**config.mk**
```make
export PLATFORM = sky130hd
export DESIGN_NAME = lfsr_offset_finder
export DESIGN_NICKNAME = d
export VERILOG_FILES = /design/src/rtl/lfsr_pkg.sv /design/src/rtl/lfsr_step.sv /design/src/rtl/lfsr_offset_finder.sv
export SDC_FILE = /design/constraint.sdc
export NUM_CORES = 1
export LEC_CHECK = 0
export ABC_AREA = 1
export BUFFER_PORTS_ARGS = -buffer_cell sky130_fd_sc_hd__buf_2
export CORE_MARGIN = 3
export CORE_UTILIZATION = 25
export CTS_CLUSTER_DIAMETER = 50
export DETAILED_ROUTE_END_ITERATION = 8
export PLACE_DENSITY = 0.42
export SETUP_SLACK_MARGIN = 0.3
export SLEW_MARGIN = 20
export SYNTH_ARGS = -nofsm -noshare
export SYNTH_HDL_FRONTEND = slang
export SYNTH_SLANG_ARGS = --single-unit
```
**constraint.sdc**
```tcl
create_clock -name clk_72MHz -period 3.08 [get_ports clk_72MHz]
set_input_delay 0 -clock clk_72MHz [delete_from_list [all_inputs] [get_ports clk_72MHz]]
set_output_delay 0 -clock clk_72MHz [all_outputs]
set_load 0.02 [all_outputs]
```
**src/rtl/lfsr_pkg.sv**
```systemverilog
// Shared LFSR definitions for the lighthouse pulse-identification path.
// Used by the offset finder and the polynomial manager.
package lfsr_pkg;

    localparam int LFSR_W = 17;
    localparam logic [LFSR_W-1:0] SEED = 17'h00001;
    localparam logic [LFSR_W-1:0] MAX_STEPS = 17'd131071;

    typedef enum logic [1:0] {
        IDLE   = 2'd0,
        SEARCH = 2'd1,
        DONE   = 2'd2
    } state_t;

    // Fibonacci step: feedback shifts in at bit 0.
    function automatic logic [LFSR_W-1:0] lfsr_next(
        input logic [LFSR_W-1:0] s,
        input logic [LFSR_W-1:0] poly
    );
        return {s[LFSR_W-2:0], ^(s & poly)};
    endfunction

endpackage

```
**src/rtl/lfsr_step.sv**
```systemverilog
// One combinational Fibonacci LFSR step.
// Chained twice by the finder in dual-step builds.
module lfsr_step
    import lfsr_pkg::*;
(
    input  logic [LFSR_W-1:0] state,
    input  logic [LFSR_W-1:0] poly,
    output logic [LFSR_W-1:0] next_state
);

    assign next_state = lfsr_next(state, poly);

endmodule

```
**src/rtl/lfsr_offset_finder.sv**
```systemverilog
// Locates a 17-bit LFSR word in the sequence from SEED; offset 0 = not found.
// Define LFSR_OFFSET_FINDER_DUAL_STEP_EN to search two steps per cycle.
module lfsr_offset_finder
    import lfsr_pkg::*;
(
    input  logic              clk_72MHz,
    input  logic              reset,
    input  logic [LFSR_W-1:0] polynomial,
    input  logic [LFSR_W-1:0] data,
    input  logic              enable,
    output logic [LFSR_W-1:0] offset,
    output logic              ready
);

    state_t            state;
    logic [LFSR_W-1:0] s;
    logic [LFSR_W-1:0] count;
    logic [LFSR_W-1:0] poly_q;
    logic [LFSR_W-1:0] data_q;

    logic [LFSR_W-1:0] s1;
    logic [LFSR_W-1:0] count1;
    logic              hit1;

    lfsr_step u_step1 (
        .state      (s),
        .poly       (poly_q),
        .next_state (s1)
    );

    // SEED can only recur at the very last step, where it reads as not found.
    assign count1 = count + 17'd1;
    assign hit1   = (s1 == data_q) && (data_q != SEED);

`ifdef LFSR_OFFSET_FINDER_DUAL_STEP_EN
    logic [LFSR_W-1:0] s2;
    logic [LFSR_W-1:0] count2;
    logic              hit2;

    lfsr_step u_step2 (
        .state      (s1),
        .poly       (poly_q),
        .next_state (s2)
    );

    assign count2 = count + 17'd2;
    assign hit2   = (s2 == data_q) && (data_q != SEED);
`endif

    assign ready = (state == DONE);

    always_ff @(posedge clk_72MHz) begin
        if (reset) begin
            state  <= IDLE;
            s      <= SEED;
            count  <= '0;
            offset <= '0;
            poly_q <= '0;
            data_q <= '0;
        end else begin
            unique case (state)
                IDLE: begin
                    if (enable) begin
                        poly_q <= polynomial;
                        data_q <= data;
                        s      <= SEED;
                        count  <= '0;
                        if (polynomial == '0 || data == '0) begin
                            offset <= '0;
                            state  <= DONE;
                        end else begin
                            state  <= SEARCH;
                        end
                    end
                end
                SEARCH: begin
                    if (!enable) begin
                        state <= IDLE;
                    end else begin
`ifdef LFSR_OFFSET_FINDER_DUAL_STEP_EN
                        if (hit1 || count1 == MAX_STEPS) begin
                            s      <= s1;
                            count  <= count1;
                            offset <= hit1 ? count1 : '0;
                            state  <= DONE;
                        end else begin
                            s     <= s2;
                            count <= count2;
                            if (hit2 || count2 == MAX_STEPS) begin
                                offset <= hit2 ? count2 : '0;
                                state  <= DONE;
                            end
                        end
`else
                        s     <= s1;
                        count <= count1;
                        if (hit1 || count1 == MAX_STEPS) begin
                            offset <= hit1 ? count1 : '0;
                            state  <= DONE;
                        end
`endif
                    end
                end
                DONE: begin
                    if (!enable) begin
                        state <= IDLE;
                    end
                end
                default: state <= IDLE;
            endcase
        end
    end

endmodule

```
==> impl_metrics.env <==
export IMPL_ff2ff_path_depth=14
export IMPL_hold_class="input pin to flop"
export IMPL_setup_violations=0
export IMPL_timing_rr_end="offset[4]"
export IMPL_maxSlewViolCount=0
export IMPL_max_freq_mhz=404.8
export IMPL_vias=4542
export IMPL_dr_pass1_iters=4
export IMPL_gp_congestion=0.8258
export IMPL_worstHoldStart="data[0]"
export IMPL_wl_mm=12.92
export IMPL_synth_most_common_cell="nand2_1"
export IMPL_grt_pass1_wl_mm=21.28
export IMPL_ys_warn_count=0
export IMPL_p_leak_nw=2.434
export IMPL_post_route_min_period_ns=2.470
export IMPL_rrSetupSlack_ns=0.61
export IMPL_critPathSlowestCell="dfxtp_1"
export IMPL_fin_cells=1003
export IMPL_ir_drop_v=0.0003164
export IMPL_syn_avg_cell_area_sq_um=6.454
export IMPL_synth_compound_area_share_pct=11.37
export IMPL_port_buffers=54
export IMPL_antenna_found_initial=0
export IMPL_viasPerCell=4.528
export IMPL_dieArea_sq_um=19560
export IMPL_critical_path_top_delay_family="simple AND/OR/NAND/NOR gates"
export IMPL_core_sq_um=17420
export IMPL_multi_input_area_sq_um=2415
export IMPL_cp_slowest_stage_delay_ns=0.40
export IMPL_synth_top_family_by_area="simple AND/OR/NAND/NOR gates"
export IMPL_ant_nets=0
export IMPL_critPathRequiredTime_ns=3.31
export IMPL_crit_path_end="offset[4]"
export IMPL_drt_iter0_markers=241
export IMPL_worst_path_stages=14
export IMPL_fillCellCount=1939
export IMPL_synth_nets=733
export IMPL_status="complete, no violations"
export IMPL_num_antenna_cells=0
export IMPL_clk_latency_ns=0.34
export IMPL_cts_sinks=87
export IMPL_die_h_um=139.9
export IMPL_nets=814
export IMPL_cellPowerDensity_nw_per_um2=456.5
export IMPL_worstPathCellList="ha_1 -> nand2_1 -> nor2_2 -> nand3_2 -> nor2_4 -> nand3_1 -> xnor2_2 -> nand2_1 -> nor2_2 -> nand3_2 -> nand3_4 -> nand2_4 -> nor2_1 -> nor2_1"
export IMPL_rsz0062_at_grt="no"
export IMPL_synthCells=694
export IMPL_track_usage_pct=13.31
export IMPL_worstMarginPinSlew_ns=0.9902
export IMPL_finalCritPeriodShare_pct=80.21
export IMPL_synthFlopType="dfxtp_1"
export IMPL_critPathLaunch="count[0]"
export IMPL_syn_area_sq_um=4479
export IMPL_rows=48
export IMPL_synth_simple_area_share_pct=38.55
export IMPL_drc_errors=0
export IMPL_crit_type="flop to flop"
export IMPL_root_buffer="clkbuf_16"
export IMPL_clk_pin_slew_worst_paths_ns=0.06
export IMPL_dpl_cell_count=955
export IMPL_skew_ns=0.007664
export IMPL_synthTopCellsByCount="nand2_1, nor2_1, dfxtp_1"
export IMPL_synthArstFlopShare_pct=0
export IMPL_p_total_mw=2.549
export IMPL_netlist_top_cells_area="dfxtp_1, nand2_1, nor2_1"
export IMPL_grt_pass1_vias=4422
export IMPL_r2r_start="count[0]"
export IMPL_ff_latch_area_sq_um=1742
export IMPL_grt_max_degree=55
export IMPL_post_route_cells_drive_above_1_share_pct=12.85
export IMPL_worstPathArrival_ns=2.70
export IMPL_cts_buffer_depth=2
export IMPL_routedWlPerCell_um=12.88
export IMPL_hold_viol=0
export IMPL_synth_top_cell_area_share_pct=38.88
export IMPL_maxCapViolCount=0
export IMPL_totalNegativeSetupSlack_ns=0
export IMPL_crit_buf_inv=0
export IMPL_yosysTopAreaCell="dfxtp_1"
export IMPL_dpl_hpwl_mm=9.460
export IMPL_synth_edff_count=0
export IMPL_h_tree_depth=3
export IMPL_synth_xor_area_share_pct=3.101
export IMPL_area_growth_pct=24.66
export IMPL_endpoint_kind="flop"
export IMPL_synthAdderAreaFrac_pct=0.5587
export IMPL_path_max_fanout=26
export IMPL_grt_overflow=0
export IMPL_cts_inserted_buffers=9
export IMPL_io_pins=55
export IMPL_muxShareOfSynthArea_pct=0
export IMPL_ys_seq_area_share_pct=38.88
export IMPL_cts_tree="yes"
export IMPL_synth_seq_cells=87
export IMPL_synth_cell_types=33
export IMPL_die_w_um=139.9
export IMPL_start_util_pct=25.72
export IMPL_max_slew_margin_pct=33.92
export IMPL_worstSetupStartpointType="flop"
==> worst min-delay path by stage <==
| stage | cells after the start | slack [ns] | end |
|---|---|---|---|
| 5_1_grt | 3 | 0.02 | data_q[0] |
| 2_1_floorplan | 2 | 0.15 | state[1] |
| 3_3_place_gp | 3 | 0.26 | data_q[15] |
| 6_report | 3 | 0.007 | data_q[0] |
| 4_1_cts | 3 | 0.006 | data_q[0] |
| 3_5_place_dp | 3 | 0.28 | poly_q[12] |
==> per-stage QoR <==
stage | cell area (sq um) | setup WS, ns | util, % | hold WS, ns
after floorplan | 4479 | 0.9091 | - | 0.1490
after global placement | 4975 | 0.6056 | 28.56 | 0.2648
after detailed placement | 4975 | 0.5535 | 28.56 | 0.2815
after CTS | 5569 | 0.5282 | 31.98 | 0.005988
after global routing | 5584 | 0.3194 | 32.06 | 0.02051
final | 5584 | 0.6097 | 32.06 | 0.006511
==> placed cells by master, fill, tap and decap left out, drive strengths merged <==
| cell | synthesis | layout |
|---|---|---|
| a21oi | 44 | 44 |
| a22o | 2 | 2 |
| a31o | 1 | 1 |
| buf | 4 | 60 |
| clkbuf | 20 | 10 |
| clkinv | 3 | 5 |
| clkinvlp | 0 | 2 |
| dfxtp | 87 | 87 |
| dlygate4sd3 | 0 | 34 |
| ha | 2 | 2 |
| inv | 60 | 60 |
| nand2 | 217 | 217 |
| nand3 | 30 | 30 |
| nand4 | 9 | 9 |
| nor2 | 118 | 118 |
| nor3 | 11 | 11 |
| nor3b | 1 | 1 |
| nor4 | 14 | 14 |
| o2111ai | 1 | 1 |
| o21ai | 45 | 45 |
| o22ai | 4 | 4 |
| or2 | 6 | 6 |
| xnor2 | 7 | 7 |
| xor2 | 8 | 8 |
==> power breakdown <==
group	switching, mW	total, mW	internal (mW)
sequential	0.0455	1.23	1.19
clock	0.444	0.979	0.535
combinational	0.205	0.340	0.135
total	0.694	2.55	1.85
==> state kept, by name, summed over array words and instances (netlist names) <==
name    cells
count      17
data_q     17
offset     17
poly_q     17
s          17
state       2
==> metal layers <==
layer	vias up	track usage, %	share of wire (%)
met2	63	24.92	53
met4	0	3.723	0.75
li1	2373	-	-
met3	8	2.646	2.8
met1	2098	15.28	44
met5	-	0	0
==> timing repair <==
item                                    4_1_cts  5_1_grt
hold buffers                                 34        0
hold endpoints to repair                     35        0
gates resized for setup                       0        2
endpoints found under the setup margin        0       13
setup buffers                                 0        0
==> cell families after synthesis <==
| group | Yosys count |
|---|---|
| buf+inv | 87 |
| simple gates | 406 |
| flops | 87 |
| xor+xnor | 15 |
| compound gates | 97 |
| fa+ha+maj | 2 |
==> final cells by class <==
type / instances / share of cell area (%)
multi-input combinational: 520 / 43.24
sequential: 87 / 31.19
timing repair buffer: 94 / 11.74
tap: 225 / 5.041
inverter: 63 / 4.235
clock buffer: 10 / 4.100
clock inverter: 4 / 0.4481
==> worst min-delay path: stages <==
cell and delay (ns):
buf_2 0.08, o21ai_0 0.10, a21oi_1 0.12
No activity file was read; power rests on OpenSTA's default activity.
